**src/rtl/knn_topk.sv**
```systemverilog
// knn_topk: keeps the K nearest (distance, label) samples of one query stream in
// ascending order, then returns a majority vote over the kept labels.
module knn_topk #(
    parameter int K       = 4,
    parameter int DIST_W  = 64,
    parameter int LABEL_W = 8,
    localparam int CNT_W  = $clog2(K + 1),
    localparam int IDX_W  = (K > 1) ? $clog2(K) : 1
) (
    input  logic               clk,
    input  logic               rst,
    input  logic               clr,
    input  logic               in_valid,
    output logic               in_ready,
    input  logic [DIST_W-1:0]  in_dist,
    input  logic [LABEL_W-1:0] in_label,
    input  logic               in_last,
    output logic               out_valid,
    input  logic               out_ready,
    output logic [LABEL_W-1:0] out_label,
    output logic [CNT_W-1:0]   out_count,
    output logic [DIST_W-1:0]  out_dist
);
    typedef enum logic [1:0] {
        ST_FILL = 2'd0,
        ST_VOTE = 2'd1,
        ST_OUT  = 2'd2
    } state_t;

    state_t             state_r;
    logic [K-1:0]       valid_r;
    logic [DIST_W-1:0]  dist_r [K];
    logic [LABEL_W-1:0] label_r [K];
    logic [IDX_W-1:0]   vote_idx_r;
    logic [CNT_W-1:0]   best_cnt_r;
    logic [LABEL_W-1:0] best_label_r;

    logic [CNT_W-1:0]   pos_s;
    logic [CNT_W-1:0]   cnt_s;
    logic [K-1:0]       ins_valid_s;
    logic [DIST_W-1:0]  ins_dist_s [K];
    logic [LABEL_W-1:0] ins_label_s [K];
    logic               win_s;
    logic [CNT_W-1:0]   best_cnt_nx_s;
    logic [LABEL_W-1:0] best_label_nx_s;

    // Insert position: valid entries with dist <= new dist, so equal distances keep arrival order
    always_comb begin
        pos_s = {CNT_W{1'b0}};
        for (int j = 0; j < K; j++) begin
            pos_s = pos_s + ((valid_r[j] && (dist_r[j] <= in_dist)) ? CNT_W'(1) : CNT_W'(0));
        end
    end

    // Candidate list with the new sample placed at pos_s and the tail shifted up
    always_comb begin
        ins_valid_s[0] = (pos_s == {CNT_W{1'b0}}) ? 1'b1     : valid_r[0];
        ins_dist_s[0]  = (pos_s == {CNT_W{1'b0}}) ? in_dist  : dist_r[0];
        ins_label_s[0] = (pos_s == {CNT_W{1'b0}}) ? in_label : label_r[0];
        for (int j = 1; j < K; j++) begin
            if (CNT_W'(j) < pos_s) begin
                ins_valid_s[j] = valid_r[j];
                ins_dist_s[j]  = dist_r[j];
                ins_label_s[j] = label_r[j];
            end else if (CNT_W'(j) == pos_s) begin
                ins_valid_s[j] = 1'b1;
                ins_dist_s[j]  = in_dist;
                ins_label_s[j] = in_label;
            end else begin
                ins_valid_s[j] = valid_r[j-1];
                ins_dist_s[j]  = dist_r[j-1];
                ins_label_s[j] = label_r[j-1];
            end
        end
    end

    // Vote step: occurrences of the current entry's label; strict > keeps the nearer label on ties
    always_comb begin
        cnt_s = {CNT_W{1'b0}};
        for (int j = 0; j < K; j++) begin
            cnt_s = cnt_s + ((valid_r[j] && (label_r[j] == label_r[vote_idx_r])) ? CNT_W'(1) : CNT_W'(0));
        end
        win_s = valid_r[vote_idx_r] && (cnt_s > best_cnt_r);
        if (win_s) begin
            best_cnt_nx_s   = cnt_s;
            best_label_nx_s = label_r[vote_idx_r];
        end else begin
            best_cnt_nx_s   = best_cnt_r;
            best_label_nx_s = best_label_r;
        end
    end

    // Control FSM, sorted list storage and registered result
    always_ff @(posedge clk or negedge rst) begin
        if (!rst) begin
            state_r      <= ST_FILL;
            in_ready     <= 1'b1;
            valid_r      <= {K{1'b0}};
            for (int j = 0; j < K; j++) begin
                dist_r[j]  <= {DIST_W{1'b1}};
                label_r[j] <= {LABEL_W{1'b0}};
            end
            vote_idx_r   <= {IDX_W{1'b0}};
            best_cnt_r   <= {CNT_W{1'b0}};
            best_label_r <= {LABEL_W{1'b0}};
            out_valid    <= 1'b0;
            out_label    <= {LABEL_W{1'b0}};
            out_count    <= {CNT_W{1'b0}};
            out_dist     <= {DIST_W{1'b1}};
        end else if (clr) begin
            state_r   <= ST_FILL;
            in_ready  <= 1'b1;
            valid_r   <= {K{1'b0}};
            for (int j = 0; j < K; j++) begin
                dist_r[j]  <= {DIST_W{1'b1}};
                label_r[j] <= {LABEL_W{1'b0}};
            end
            out_valid <= 1'b0;
            out_label <= {LABEL_W{1'b0}};
            out_count <= {CNT_W{1'b0}};
            out_dist  <= {DIST_W{1'b1}};
        end else begin
            case (state_r)
                ST_FILL: begin
                    if (in_valid && in_ready) begin
                        if (pos_s != CNT_W'(K)) begin
                            valid_r <= ins_valid_s;
                            for (int j = 0; j < K; j++) begin
                                dist_r[j]  <= ins_dist_s[j];
                                label_r[j] <= ins_label_s[j];
                            end
                        end
                        if (in_last) begin
                            state_r      <= ST_VOTE;
                            in_ready     <= 1'b0;
                            vote_idx_r   <= {IDX_W{1'b0}};
                            best_cnt_r   <= {CNT_W{1'b0}};
                            best_label_r <= {LABEL_W{1'b0}};
                        end
                    end
                end
                ST_VOTE: begin
                    best_cnt_r   <= best_cnt_nx_s;
                    best_label_r <= best_label_nx_s;
                    if (vote_idx_r == IDX_W'(K - 1)) begin
                        state_r   <= ST_OUT;
                        out_valid <= 1'b1;
                        out_label <= best_label_nx_s;
                        out_count <= best_cnt_nx_s;
                        out_dist  <= dist_r[0];
                    end else begin
                        vote_idx_r <= vote_idx_r + IDX_W'(1);
                    end
                end
                ST_OUT: begin
                    if (out_ready) begin
                        state_r   <= ST_FILL;
                        in_ready  <= 1'b1;
                        out_valid <= 1'b0;
                        valid_r   <= {K{1'b0}};
                        for (int j = 0; j < K; j++) begin
                            dist_r[j]  <= {DIST_W{1'b1}};
                            label_r[j] <= {LABEL_W{1'b0}};
                        end
                    end
                end
                default: begin
                    state_r   <= ST_FILL;
                    in_ready  <= 1'b1;
                    out_valid <= 1'b0;
                end
            endcase
        end
    end
endmodule
```
**config.mk**
```make
export PLATFORM = sky130hd
export DESIGN_NAME = knn_topk
export DESIGN_NICKNAME = d
export VERILOG_FILES = /design/src/rtl/knn_topk.sv
export SDC_FILE = /design/constraint.sdc
export NUM_CORES = 1
export LEC_CHECK = 0
export CAP_MARGIN = 20
export CORE_ASPECT_RATIO = 0.5
export CORE_MARGIN = 4
export CORE_UTILIZATION = 40
export DETAILED_ROUTE_END_ITERATION = 16
export PLACE_DENSITY = 0.55
export SLEW_MARGIN = 30
export SYNTH_ARGS = -nofsm -noshare
export SYNTH_HDL_FRONTEND = slang
export SYNTH_SLANG_ARGS = --single-unit
export TNS_END_PERCENT = 20
```
**constraint.sdc**
```tcl
create_clock -name clk -period 6.1 [get_ports clk]
set_clock_uncertainty 0.15 [all_clocks]
set_input_delay 1.22 -clock clk [delete_from_list [all_inputs] [get_ports clk]]
set_output_delay 1.22 -clock clk [all_outputs]
set_load 0.03 [all_outputs]
```
==> impl_metrics.ini, run 1 <==
[status]
status = finished, final reports clean

[synth]
yosysSeqAreaShare_pct = 42.7
ys_async_sr_fraction_pct = 100
ys.flop_type = dfstp_2
syn_area_um2 = 23400
synthCells = 2379
synthDistinctLibCells = 62
ys_ff_latch = 384
syn_nets = 2724
synth-edff-count = 0
synth_area_per_cell_um2 = 9.85
ys_warn_count = 0

[power]
finalPower_mw = 8.78
power_density_nw_per_um2 = 303
seq_power_share_pct = 39.5
p_comb_share_pct = 30.7
p_sw_mw = 2.94
swShare_pct = 33.6
pwr-share-clk_pct = 29.8
p_leak_nw = 12.4
vdd_drop_max_uv = 176
internal_power_mw = 5.83

[global_routing]
antenna_found_initial = 0
grt_util_all_layers_pct = 21.1
grt_overflow = 0
grt_pass1_vias = 19200
grt_max_degree = 124
grt_pass1_wl_mm = 107

[cts]
cts_inserted_buffers = 41
cts_buffer_depth = 3
cts_sinks = 384
root_buffer = clkbuf_16
clkTransAtPathRegs_ns = 0.06
ctsHoldBuffers = 0
cts.htree.levels = 2
clkLatencyLatePin_ns = 0.57
cts_tree = built

[critical_path]
critPathSlowestCell = clkdlybuf4s50_1
crit_chain = clkdlybuf4s50_1 > inv_1 > ha_1 > nand4_1 > nor3_1 > buf_4 > nand3_1 > or4_1 > o311a_1 > o211ai_1 > o31a_1 > fa_1 > inv_1 > ha_1 > ha_1 > buf_4 > nor3b_2 > buf_4 > buf_12 > mux2i_1 > a31oi_1
slowest_delay_ns = 0.55
cp-start-kind = input port
path_max_fanout = 21
cp-end-kind = flip-flop
critPathKind = input port to flip-flop
cp_data_required_time_ns = 6.40
r2r_start = vote_idx_r[0]
critPathLaunch = in_dist[63]
worstPathArrival_ns = 6.13

[drt]
routed-via-count = 18900
drc = 0
viasPerCell = 5.46
avgRoutedWirePerCell_um = 18.9
first_iter_violations = 1041
firstDrtPassIters = 6
drt_wl_total_mm = 65.6
ant_nets = 0

[min_path]
holdCritStartpoint = out_label[6]
hold_path.class = flip-flop to flip-flop

[die]
ios = 155
rows = 62
die_w_um = 350
initial_utilization_pct = 40.7
dieArea_um2 = 62800
core-area_um2 = 57600
fp.dieH_um = 179

[sta]
fin_setup_tns_ns = 0
period_minus_slack_ns = 5.83
drv_slew = 0
max_clock_freq_mhz = 172
setup_violations = 0
fin_crit_sh_pct = 95.5
slew_headroom_pct = 41.3
hold_violations = 0
rsz0062_at_grt = false
tightest_slew_ns = 0.880

[placement]
hpwl_mm = 47.8
portBuffers = 154
gp_congestion = 0.865

[final_layout]
final_common_cell = dfstp_2
nets = 3017
areaGrowthSynthToFinish_pct = 23.6
antenna_cells = 0
layout_common_cells = 321 x dfstp_2, 285 x nor2_1, 265 x ha_1, 259 x nand2_1, 215 x buf_4
drive_above_1_share_pct = 24.3
fill_cells = 5323

[job]
cap_violations = 0
## flip-flops by register name, summed over array words and instances (netlist names)
name / count
valid_r: 4
out_dist: 64
out_label: 8
out_valid: 1
best_cnt_r: 3
label_r: 32
state_r: 2
out_count: 3
vote_idx_r: 2
dist_r: 256
best_label_r: 8
in_ready: 1
## routing by layer
metal | global-route usage, % | vias to the layer above | share of wire, %
li1 | - | 9381 | -
met1 | 29.4 | 9151 | 49
met2 | 34.6 | 317 | 45
met3 | 3.47 | 98 | 4.1
met4 | 4.76 | 0 | 2.0
met5 | 0 | - | 0
## critical path: cells and delay by family
family	cells	cell delay, ns
AOI/OAI and AO/OA	4	0.52
adders and majority gates	4	1.11
buffers and inverters	7	1.55
muxes	1	0.24
and+or+nand+nor	5	1.44
## power groups by stage
stage	clock, mW	sequential [mW]	combinational, mW
6_report	2.61	3.47	2.69
2_1_floorplan	0	3.36	1.82
3_5_place_dp	0	3.51	2.69
5_1_grt	2.79	3.53	3.03
3_3_place_gp	0	3.51	2.64
4_1_cts	2.68	3.48	2.71
## synthesized netlist by cell type, types with 4 or more instances
cell type  number  area (µm²)
nor2b_1         5        31.3
o21a_1          4        30.0
xnor2_1         4        35.0
nor4_1         11        68.8
o21ai_0        54         270
nand2_1       260         976
mux4_2          7         158
a41oi_1        63         552
and4_1         12         105
nor3b_1         4        30.0
buf_1          11        41.3
xor2_1         28         245
clkbuf_1       94         353
dfstp_2       321        8430
nor4_2          4        50.1
dfrtp_1        63        1580
mux2i_1       161        1610
a31oi_1       193        1210
a221oi_1        8        70.1
nand4_1        39         244
and3_1          4        25.0
o22a_1         64         561
a211oi_1        7        52.6
a21boi_0        5        37.5
nor3_1         13        65.1
buf_2          39         195
a21oi_1       112         561
a21o_1         15         113
nand3_1        50         250
a22o_1         12         105
o31ai_1        27         203
nor2_1        285        1070
inv_1          80         300
o211ai_1        5        37.5
ha_1          265        3320
o21ai_1         5        25.0
## layout make-up
type                            count  area (µm²)  share of cell area (%)
Multi-Input combinational cell   1767       12600                    43.5
Sequential cell                   384       10000                    34.5
Timing Repair Buffer              397        3720                    12.8
Clock buffer                       63        1260                    4.35
Tap cell                          768         961                    3.32
Inverter                           81         304                    1.05
Clock inverter                     11         124                   0.427
## what timing repair did
action	CTS	global route
resized for setup	0	3
endpoints found under the setup margin	0	39
buffers inserted	0	0
## metrics by stage
| stage | instances | hold WS (ns) | cell area [µm²] | setup WS [ns] | utilization, % |
|---|---|---|---|---|---|
| 6_report | 3471 | 0.327 | 29000 | 0.272 | 50.3 |
| 3_3_place_gp | 3396 | 0.316 | 27600 | -0.156 | 47.8 |
| 3_5_place_dp | 3397 | 0.321 | 27600 | -0.240 | 47.9 |
| 2_1_floorplan | 2379 | 0.316 | 23400 | 0.881 | - |
| 5_1_grt | 3471 | 0.349 | 29000 | 0.0592 | 50.3 |
| 4_1_cts | 3471 | 0.334 | 29000 | 0.316 | 50.3 |
## final timing paths
| check | endpoint | slack, ns | depth (start not counted) |
|---|---|---|---|
| min in group asynchronous | dist_r[22] | 0.88 | 1 |
| max reg2reg | best_label_r[5] | 0.85 | 15 |
| min | out_label[6] | 0.33 | 2 |
| min reg2reg | out_label[6] | 0.33 | 2 |
| max | dist_r[96] | 0.27 | 21 |
| max in group asynchronous | label_r[18] | 4.07 | 2 |
## cells by family (layout without fill, tap and decap cells)
logic type	Yosys count	after routing	share of synthesized area [%]
simple gates	703	703	13.0
mux	170	170	7.77
xor+xnor	32	32	1.20
fa+ha+maj	267	267	14.3
buf+inv	228	552	3.94
compound gates	595	595	17.1
flops	384	384	42.7
Power figures use the tool's default switching activity.
==> run 2: changes to the inputs <==
Clock period 6.1 ns to 7.25 ns, I/O delays scaled along.
==> impl_metrics.ini, run 2 (synthesis gave the netlist of run 1 again) <==
[status]
status = finished, final reports clean

[power]
p_leak_nw = 11.4
swShare_pct = 34.2
p_sw_mw = 2.48
p_comb_share_pct = 29.2
vdd_drop_max_uv = 172
power_density_nw_per_um2 = 265
seq_power_share_pct = 40.5
internal_power_mw = 4.77
pwr-share-clk_pct = 30.3

[placement]
portBuffers = 154
gp_congestion = 0.873
hpwl_mm = 46.6
placed_area_um2 = 26000

[global_routing]
grt_max_degree = 154
grt_pass1_wl_mm = 107
grt_util_all_layers_pct = 21.3
grt_overflow = 0
grt_pass1_vias = 18300
antenna_found_initial = 1

[critical_path]
worstPathArrival_ns = 7.03
critPathKind = input port to flip-flop
path_max_fanout = 38
crit_chain = clkdlybuf4s50_1 > inv_1 > ha_1 > nand4_1 > nor3_1 > nand3_1 > or4_1 > o311a_1 > o211ai_1 > o31a_1 > fa_1 > inv_1 > ha_1 > ha_1 > nor2_1 > nand2_1 > nand2_1 > a21o_1 > o21ai_4 > buf_12 > nor2_1 > a31oi_1
cp_data_required_time_ns = 7.55
slowest_delay_ns = 0.71
path_delay_family = simple AND/OR/NAND/NOR gates
cp-end-kind = flip-flop
crit_path_frequent_cell = ha_1
path_buf_inv = 4
cp-start-kind = input port
critPathSlowestCell = or4_1

[cts]
clkLatencyLatePin_ns = 0.56
ctsHoldBuffers = 0
clkTransAtPathRegs_ns = 0.06
cts.htree.levels = 2
cts_resized = 0
cts_inserted_buffers = 40
postCtsSetupRepairBufs = 0
cts_buffer_depth = 3
root_buffer = clkbuf_16
cts_tree = built
cts_sinks = 384

[sta]
tightest_slew_ns = 0.933
max_clock_freq_mhz = 148
period_minus_slack_ns = 6.73
hold_violations = 0
setup_violations = 0
fin_crit_sh_pct = 92.9
drv_slew = 0
slew_headroom_pct = 37.8
fin_setup_tns_ns = 0
rsz0062_at_grt = false
hold_slack_ns = 0.325

[drt]
routed-via-count = 18400
ant_nets = 0
avgRoutedWirePerCell_um = 20.4
first_iter_violations = 1231
drc = 0
drt_wl_total_mm = 66.9
firstDrtPassIters = 5
viasPerCell = 5.62

[final_layout]
reg_top3 = dist_r (256), out_dist (64), label_r (32)
areaGrowthSynthToFinish_pct = 16.9
final_common_cell = dfstp_2
regMostFlops = dist_r
final_design_area_no_fill_um2 = 27400
antenna_cells = 0
layout_common_cells = 321 x dfstp_2, 285 x nor2_1, 265 x ha_1, 259 x nand2_1, 193 x a31oi_1
nets = 2820
largest_reg_flops = 256
drive_above_1_share_pct = 18.3

[die]
rows = 62
ios = 155
initial_utilization_pct = 40.7
dieArea_um2 = 62800
fp.dieH_um = 179
die_w_um = 350
core-area_um2 = 57600

[job]
cap_violations = 0

[min_path]
hold_path.class = flip-flop to flip-flop
==> run 2: cell types whose count changed in the layout (fill, tap and decap cells not counted), sizes merged <==
| cell | delta |
|---|---|
| inv | -1 |
| buf | -196 |
| clkbuf | -6 |
| bufinv | +2 |
==> run 2: per-layer routing <==
metal | vias up | GRT usage, % | part of all wire (%)
li1 | 8982 | - | -
met1 | 9054 | 30.8 | 49
met2 | 282 | 34.6 | 45
met3 | 73 | 2.98 | 3.8
met4 | 0 | 3.86 | 1.6
met5 | - | 0 | 0
==> run 2: tightest hold or removal path, stage by stage, from the launching register on <==
cell,delay (ns)
dfrtp_1,0.34
nand2_1,0.05
o21ai_0,0.06
==> run 2: power by group through the flow <==
| stage | Combinational (mW) | Sequential [mW] | Clock, mW |
|---|---|---|---|
| after CTS | 2.12 | 2.94 | 2.26 |
| after floorplan | 1.53 | 2.83 | 0 |
| after global placement | 2.07 | 2.97 | 0 |
| after global routing | 2.37 | 2.99 | 2.35 |
| after detailed placement | 2.11 | 2.97 | 0 |
| final | 2.11 | 2.94 | 2.20 |
==> run 2: cell type report <==
class	count	area, µm²
Tap cell	768	961
Timing Repair Buffer	201	2160
Clock buffer	57	1190
Multi-Input combinational cell	1767	12600
Fill cell	5409	30300
Sequential cell	384	10000
Clock inverter	12	175
Inverter	81	304
==> run 2: worst paths after layout <==
path	to	cells past startpoint	slack [ns]	from
max in group asynchronous	out_label[3]	3	4.90	rst
hold / removal	out_count[2]	2	0.33	out_count[2]
min in group asynchronous	out_dist[24]	1	0.87	rst
setup / recovery	dist_r[86]	22	0.52	in_dist[62]
setup reg to reg	dist_r[86]	20	1.77	dist_r[189]
hold reg to reg	out_count[2]	2	0.33	out_count[2]
==> run 2: stage by stage <==
stage	power (mW)	utilization (%)	cells	setup WS [ns]
2_1_floorplan	4.36	-	2379	1.80
3_3_place_gp	5.05	45.1	3199	0.0520
3_5_place_dp	5.08	45.1	3200	0.0108
4_1_cts	7.32	47.5	3269	0.597
5_1_grt	7.71	47.5	3270	0.266
6_report	7.25	47.5	3270	0.516
